## src/rtl/sif_xlat_bridge_pkg.sv

```systemverilog
// Shared types, defaults and the address bit-translation used by the SIF bridge.
package sif_xlat_bridge_pkg;

    localparam logic [15:0] STATUS_ADDR_DEFAULT = 16'hFFFF;
    localparam int          STATUS_OVF_W        = 1;

    // Status word is {zero-pad, level, ovf}; level needs one extra bit to hold a full count.
    function automatic int status_level_w(input int depth);
        return $clog2(depth) + 1;
    endfunction

    // Only bits 8 and 7 change; the rest of the address passes through untouched.
    function automatic logic [8:0] xlat(input logic [8:0] a);
        logic [8:0] r;
        r    = a;
        r[8] = a[8] ^ a[4];
        r[7] = a[7] ^ a[5];
        return r;
    endfunction

endpackage

```

## src/rtl/sif_xlat_bridge_if.sv

```systemverilog
// XA host port and WA write-forward port of the SIF bridge, bundled as one bus.
interface sif_xlat_bridge_if #(
    parameter int AW = 16,
    parameter int DW = 16
);
    logic          xa_wr_s;
    logic          xa_rd_s;
    logic [AW-1:0] xa_addr;
    logic [DW-1:0] xa_data_wr;
    logic [DW-1:0] xa_data_rd;
    logic          xa_rd_valid;
    logic          xa_full;
    logic          wa_wr_s;
    logic [AW-1:0] wa_addr;
    logic [DW-1:0] wa_data_wr;
    logic          wa_ready;
    logic          ovf;

    modport slave (
        input  xa_wr_s, xa_rd_s, xa_addr, xa_data_wr, wa_ready,
        output xa_data_rd, xa_rd_valid, xa_full, wa_wr_s, wa_addr, wa_data_wr, ovf
    );

    modport master (
        output xa_wr_s, xa_rd_s, xa_addr, xa_data_wr, wa_ready,
        input  xa_data_rd, xa_rd_valid, xa_full, wa_wr_s, wa_addr, wa_data_wr, ovf
    );

endinterface

```

## src/rtl/sif_xlat_bridge_sync_fifo.sv

```systemverilog
// Show-ahead synchronous FIFO; dout is the head entry whenever empty is low.
module sif_sync_fifo #(
    parameter int  W     = 32,
    parameter int  DEPTH = 8,
    localparam int PW    = $clog2(DEPTH)
) (
    input  logic         clk,
    input  logic         rst,
    input  logic         push,
    input  logic         pop,
    input  logic [W-1:0] din,
    output logic [W-1:0] dout,
    output logic         full,
    output logic         empty,
    output logic [PW:0]  level
);

    logic [W-1:0] mem [DEPTH];
    logic [PW:0]  wr_ptr;
    logic [PW:0]  rd_ptr;
    logic         do_pop;
    logic         do_push;

    // Pointers carry one extra wrap bit so full and empty differ only in the MSB.
    assign empty = (wr_ptr == rd_ptr);
    assign full  = (wr_ptr[PW] != rd_ptr[PW]) && (wr_ptr[PW-1:0] == rd_ptr[PW-1:0]);
    assign level = wr_ptr - rd_ptr;
    assign dout  = mem[rd_ptr[PW-1:0]];

    // A pop frees the head slot in the same cycle, so a push into a full FIFO may proceed.
    assign do_pop  = pop && !empty;
    assign do_push = push && (!full || do_pop);

    always_ff @(posedge clk) begin
        if (rst) begin
            wr_ptr <= '0;
            rd_ptr <= '0;
        end else begin
            if (do_push) wr_ptr <= wr_ptr + 1'b1;
            if (do_pop)  rd_ptr <= rd_ptr + 1'b1;
        end
    end

    always_ff @(posedge clk) begin
        if (do_push) mem[wr_ptr[PW-1:0]] <= din;
    end

endmodule

```

## src/rtl/sif_xlat_bridge.sv

```systemverilog
// SIF bridge: buffers XA writes towards WA and answers XA reads with translated address or status.
module sif_xlat_bridge
    import sif_xlat_bridge_pkg::*;
#(
    parameter int            AW          = 16,
    parameter int            DW          = 16,
    parameter int            FIFO_DEPTH  = 8,
    parameter int            RD_LAT      = 1,
    parameter logic [AW-1:0] STATUS_ADDR = AW'(STATUS_ADDR_DEFAULT)
) (
    input logic              clk,
    input logic              rst,
    sif_xlat_bridge_if.slave bus
);

    localparam int LVL_W = status_level_w(FIFO_DEPTH);
    localparam int EW    = AW + DW;

    logic [EW-1:0]    head;
    logic             full;
    logic             empty;
    logic             pop;
    logic             drop;
    logic [LVL_W-1:0] level;
    logic             ovf_q;
    logic             status_rd;
    logic [AW-1:0]    addr_x;
    logic [DW-1:0]    rd_word;
    logic [RD_LAT:0]          pipe_v;
    logic [RD_LAT:0][DW-1:0]  pipe_d;

    assign pop  = bus.wa_ready && !empty;
    assign drop = bus.xa_wr_s && full && !pop;

    sif_sync_fifo #(
        .W     (EW),
        .DEPTH (FIFO_DEPTH)
    ) u_fifo (
        .clk   (clk),
        .rst   (rst),
        .push  (bus.xa_wr_s),
        .pop   (pop),
        .din   ({bus.xa_addr, bus.xa_data_wr}),
        .dout  (head),
        .full  (full),
        .empty (empty),
        .level (level)
    );

    // Head is masked while empty so stale memory never shows on the WA port.
    assign bus.xa_full    = full;
    assign bus.wa_wr_s    = !empty;
    assign bus.wa_addr    = empty ? '0 : head[EW-1:DW];
    assign bus.wa_data_wr = empty ? '0 : head[DW-1:0];
    assign bus.ovf        = ovf_q;

    assign status_rd = bus.xa_rd_s && (bus.xa_addr == STATUS_ADDR);

    always_comb begin
        addr_x      = bus.xa_addr;
        addr_x[8:0] = xlat(bus.xa_addr[8:0]);
    end

    // Status reflects level and ovf as they stand before this edge's push, pop or clear.
    assign rd_word = status_rd ? DW'({level, ovf_q}) : DW'(addr_x);

    always_ff @(posedge clk) begin
        if (rst) begin
            ovf_q <= 1'b0;
        end else if (drop) begin
            ovf_q <= 1'b1;
        end else if (status_rd) begin
            ovf_q <= 1'b0;
        end
    end

    // Stage 0 is loaded at the capture edge, so the last stage lands RD_LAT edges later.
    always_ff @(posedge clk) begin
        if (rst) begin
            pipe_v <= '0;
            pipe_d <= '0;
        end else begin
            pipe_v <= {pipe_v[RD_LAT-1:0], bus.xa_rd_s};
            pipe_d <= {pipe_d[RD_LAT-1:0], (bus.xa_rd_s ? rd_word : DW'(0))};
        end
    end

    assign bus.xa_rd_valid = pipe_v[RD_LAT];
    assign bus.xa_data_rd  = pipe_d[RD_LAT];

endmodule

```

## src/flat_wrapper.sv

```systemverilog
// flat-port wrapper written by rule: the top's interface ports become plain ports
module sif_xlat_bridge_flat import sif_xlat_bridge_pkg::*;
#(
    parameter int            AW          = 16,
    parameter int            DW          = 16,
    parameter int            FIFO_DEPTH  = 8,
    parameter int            RD_LAT      = 1,
    parameter logic [AW-1:0] STATUS_ADDR = AW'(STATUS_ADDR_DEFAULT)
)
  (clk, rst, bus_xa_wr_s, bus_xa_rd_s, bus_xa_addr, bus_xa_data_wr, bus_wa_ready, bus_xa_data_rd, bus_xa_rd_valid, bus_xa_full, bus_wa_wr_s, bus_wa_addr, bus_wa_data_wr, bus_ovf);
  sif_xlat_bridge_if #(.AW(AW), .DW(DW)) bus_i ();
  input logic clk;
  input logic rst;
  input wire logic [$bits(bus_i.xa_wr_s)-1:0] bus_xa_wr_s;
  input wire logic [$bits(bus_i.xa_rd_s)-1:0] bus_xa_rd_s;
  input wire logic [$bits(bus_i.xa_addr)-1:0] bus_xa_addr;
  input wire logic [$bits(bus_i.xa_data_wr)-1:0] bus_xa_data_wr;
  input wire logic [$bits(bus_i.wa_ready)-1:0] bus_wa_ready;
  output wire logic [$bits(bus_i.xa_data_rd)-1:0] bus_xa_data_rd;
  output wire logic [$bits(bus_i.xa_rd_valid)-1:0] bus_xa_rd_valid;
  output wire logic [$bits(bus_i.xa_full)-1:0] bus_xa_full;
  output wire logic [$bits(bus_i.wa_wr_s)-1:0] bus_wa_wr_s;
  output wire logic [$bits(bus_i.wa_addr)-1:0] bus_wa_addr;
  output wire logic [$bits(bus_i.wa_data_wr)-1:0] bus_wa_data_wr;
  output wire logic [$bits(bus_i.ovf)-1:0] bus_ovf;
  assign bus_i.xa_wr_s = bus_xa_wr_s;
  assign bus_i.xa_rd_s = bus_xa_rd_s;
  assign bus_i.xa_addr = bus_xa_addr;
  assign bus_i.xa_data_wr = bus_xa_data_wr;
  assign bus_i.wa_ready = bus_wa_ready;
  assign bus_xa_data_rd = bus_i.xa_data_rd;
  assign bus_xa_rd_valid = bus_i.xa_rd_valid;
  assign bus_xa_full = bus_i.xa_full;
  assign bus_wa_wr_s = bus_i.wa_wr_s;
  assign bus_wa_addr = bus_i.wa_addr;
  assign bus_wa_data_wr = bus_i.wa_data_wr;
  assign bus_ovf = bus_i.ovf;
  sif_xlat_bridge #(.AW(AW), .DW(DW), .FIFO_DEPTH(FIFO_DEPTH), .RD_LAT(RD_LAT), .STATUS_ADDR(STATUS_ADDR)) u_core (.clk(clk), .rst(rst), .bus(bus_i));
endmodule
```

## config.mk

```make
export PLATFORM = sky130hd
export DESIGN_NAME = sif_xlat_bridge_flat
export DESIGN_NICKNAME = d
export VERILOG_FILES = /design/src/rtl/sif_xlat_bridge_pkg.sv /design/src/rtl/sif_xlat_bridge_if.sv /design/src/rtl/sif_xlat_bridge_sync_fifo.sv /design/src/rtl/sif_xlat_bridge.sv /design/src/flat_wrapper.sv
export SDC_FILE = /design/constraint.sdc
export NUM_CORES = 1
export LEC_CHECK = 0
export CAP_MARGIN = 20
export CORE_MARGIN = 2
export CORE_UTILIZATION = 45
export DETAILED_ROUTE_END_ITERATION = 8
export PLACE_DENSITY_LB_ADDON = 0.15
export SYNTH_ARGS = -nofsm -noshare
export SYNTH_HDL_FRONTEND = slang
export SYNTH_SLANG_ARGS = --single-unit
```

## constraint.sdc

```tcl
create_clock -name clk -period 4.47 [get_ports clk]
set_clock_uncertainty 0.15 [all_clocks]
set_input_delay 0.894 -clock clk [delete_from_list [all_inputs] [get_ports clk]]
set_output_delay 0.894 -clock clk [all_outputs]
set_load 0.02 [all_outputs]
```

==> flow_summary_export.csv <==
group,metric,value,unit
outcome,status,"complete, no violations",
power_and_ir_drop,p_sw,1.602,mW
detailed_routing,first_pass_iters,6,
global_routing,gr-usage-met2,30.79,%
worst_setup_path,crit_buf_inv,3,
placed_design,place.gp.congestion,0.7477,
placed_design,place.port_buffers,88,
sta,drv_slew,0,
die,dieArea,26780,um2
worst_setup_path,path_depth,7,
power_and_ir_drop,swShare,24.26,%
finish,fillCellCount,2020,
cts,cts-root-buf,"clkbuf_16",
worst_setup_path,path_delay_family,"buffers and inverters",
die,fp.dieW,163.7,um
worst_setup_path,critical_path.cell_chain,"inv_1 -> ha_1 -> nand3_1 -> nor2_4 -> buf_4 -> nor2_1 -> clkdlybuf4s50_1",
worst_setup_path,endpoint_kind,"primary output",
detailed_routing,drtAntennaViolNets,0,
sta,period_share,91.69,%
global_routing,grt_max_degree,35,
cts,post_cts_buffers,0,
finish,syn_to_final_growth,19.43,%
worst_setup_path,path_class,"flop to primary output",
worst_setup_path,rr_worst_depth,7,
logic_synthesis,ys.warnings.count,0,
global_routing,met1_usage,22.77,%
worst_setup_path,cp_slowest_cell,"clkdlybuf4s50_1",
logic_synthesis,async_reset_ff_share,0,%
logic_synthesis,synth_seq_cells,302,
sta,setup_ws,371.6,ps
sta,fin_setup_tns,0,ps
sta,fmax,244.0,MHz
global_routing,grt_usage,17.40,%
sta,final_hold_viol_count,0,
worst_setup_path,r2r_end,"u_core.u_fifo.mem[6][26]",
die,placementRows,58,
finish,fin_nets,726,
cts,ctsHoldBuffers,0,
detailed_routing,vias,5422,
detailed_routing,drc,0,
logic_synthesis,yosysSeqAreaShare,75.04,%
cts,clk_latency,530,ps
die,core,25110,um2
sta,worst-slew-pin-transition,712.7,ps
logic_synthesis,synth_edf_count,256,
logic_synthesis,synth_ff_type,"edfxtp_1",
worst_setup_path,r2r_start,"u_core.u_fifo.wr_ptr[0]",
global_routing,grt_use_met3,2.895,%
power_and_ir_drop,power.density,482.1,nW/um2
detailed_routing,wl_per_cell,21.65,um
logic_synthesis,synth.avg_cell_area,19.61,um2
finish,antenna_cells,0,
worst_setup_path,crit_fanout,15,
logic_synthesis,syn_area,11470,um2
placed_design,place_ws,920.9,ps
cts,clk_pin_slew_worst_paths,60,ps
worst_setup_path,cp.required,3430,ps
placed_design,dp_hpwl,13050,um
cts,cts_tree,"done",
power_and_ir_drop,pwr-share-clk,34.8,%
finish,drive_above_1_share,19.86,%
finish,finalNonFillerCells,1035,
worst_setup_path,startpoint,"u_core.u_fifo.wr_ptr[0]",
power_and_ir_drop,internal-power,5.002,mW
sta,setup_viol,0,
placed_design,dp.cells,981,
detailed_routing,routed_via_density,5.239,
logic_synthesis,syn-instance-count,585,
detailed_routing,drtIter0Drc,450,
global_routing,top_usage_layer,"met2",
die,die_h,163.7,um
cts,numCtsBuffers,30,
cts,cts_sinks,302,
power_and_ir_drop,power_frac_seq,48.4,%
cts,cts_buffer_depth,3,
global_routing,grt-ovfl-total,0,
finish,final_cell_mix,"edfxtp_1, clkdlybuf4s50_1, mux4_2",
detailed_routing,route.final.wire_length,22400,um
flow_run,cap_violations,0,
die,initial_utilization,45.68,%
sta,rsz0062_at_grt,"no",
global_routing,grt_pass1_vias,5949,
sta,finalCriticalPeriod,4098,ps
hold_path,hold_path.class,"flop to flop",
worst_setup_path,reg2reg_slack,1290,ps
global_routing,antenna_found_initial,1,
die,io_pins,89,
worst_setup_path,endpoint,"bus_wa_addr[5]",
worst_setup_path,worstPathArrival,3050,ps
power_and_ir_drop,combPwrFrac,16.8,%
worst_setup_path,crit_path_start_kind,"flop",
cts,ctsResizeCount,0,
power_and_ir_drop,p_leak,4.345,nW
worst_setup_path,max_stage_delay,560,ps
logic_synthesis,syn_nets,628,
power_and_ir_drop,ir_drop,0.2604,mV
logic_synthesis,yosysUniqueCellTypes,35,
finish,final_common_cell,"edfxtp_1",
cts,h-tree-depth,1,
global_routing,grt_pass1_wl,34890,um
sta,relSlewSlack,52.48,%
## worst register-to-register path, stage by stage, from the launching register on
cell and delay (ps):
dfxtp_1 530, inv_1 160, ha_1 340, nand3_1 370
or3_1 250, nand3_1 250, nor2_4 550, buf_12 280
## power by group through the flow
stage	Sequential, mW	Combinational, mW	Clock, mW
floorplan	3.21	0.730	0
global placement	3.25	1.12	0
detailed placement	3.26	1.13	0
CTS	3.20	1.14	2.36
global route	3.21	1.20	2.47
finish	3.20	1.11	2.30
## kinds of logic (layout without fill, tap and decap cells)
| kind of cell | count (synthesis) | after routing | synth area share (%) |
|---|---|---|---|
| buf+inv | 51 | 171 | 2.552 |
| simple gates | 101 | 101 | 4.254 |
| mux | 97 | 97 | 15.45 |
| xor+xnor | 12 | 12 | 0.9817 |
| fa+ha+maj | 6 | 6 | 0.7199 |
| compound gates | 16 | 16 | 1.003 |
| flops | 302 | 302 | 75.04 |
## cell usage after synthesis (7+ instances only)
master	instances	share of area, %
mux2i_1	33	2.9
nand2_1	11	0.36
buf_2	12	0.52
edfxtp_1	256	67
mux4_2	64	13
buf_4	23	1.5
nor2_1	44	1.4
nor2b_1	18	0.98
inv_1	8	0.26
clkbuf_1	7	0.23
dfxtp_1	46	8.0
and2_1	9	0.49
a21oi_1	7	0.31
## per-layer routing
| layer | vias to the layer above | wire, um |
|---|---|---|
| met5 | - | 16 |
| met4 | 2 | 293 |
| met3 | 31 | 924 |
| met2 | 109 | 11520 |
| met1 | 2806 | 9651 |
| li1 | 2474 | - |
## state kept, by name, summed over array words and instances (netlist names), named ones only
register,cells
u_core.bus.ovf,1
u_core.bus.xa_data_rd,16
u_core.pipe_d,16
u_core.pipe_v,2
u_core.u_fifo.mem,256
u_core.u_fifo.rd_ptr,4
u_core.u_fifo.wr_ptr,4
## metrics by stage
step           power, mW  area (um2)  hold slack [ps]  utilization, %
6_report           6.605       13700            285.1           54.56
5_1_grt            6.877       13700            303.7           54.56
4_1_cts            6.691       13700            287.7           54.56
3_5_place_dp       4.392       12790            273.1           50.92
3_3_place_gp       4.374       12790            268.2           50.92
2_1_floorplan      3.942       11480            263.8               -
## worst min path at each step
stage / start / to / cells past startpoint
6_report: u_core.pipe_d[9] / u_core.bus.xa_data_rd[9] / 1
5_1_grt: u_core.pipe_d[10] / u_core.bus.xa_data_rd[10] / 1
4_1_cts: u_core.pipe_d[9] / u_core.bus.xa_data_rd[9] / 1
3_5_place_dp: u_core.pipe_d[9] / u_core.bus.xa_data_rd[9] / 1
3_3_place_gp: u_core.pipe_d[12] / u_core.bus.xa_data_rd[12] / 1
2_1_floorplan: u_core.pipe_d[0] / u_core.bus.xa_data_rd[0] / 1
## final cells by class
cell class / instances / area [um2] / area share (%)
flip-flops and latches: 302 / 8615 / 62.88
multi-input cells: 232 / 2628 / 19.18
repair buffers: 109 / 1101 / 8.037
clock buffers: 40 / 849.6 / 6.201
well taps: 330 / 412.9 / 3.014
clock inverters: 14 / 63.81 / 0.4658
inverters: 8 / 30.03 / 0.2192
Note: power is estimated with default switching activity, not from simulation.
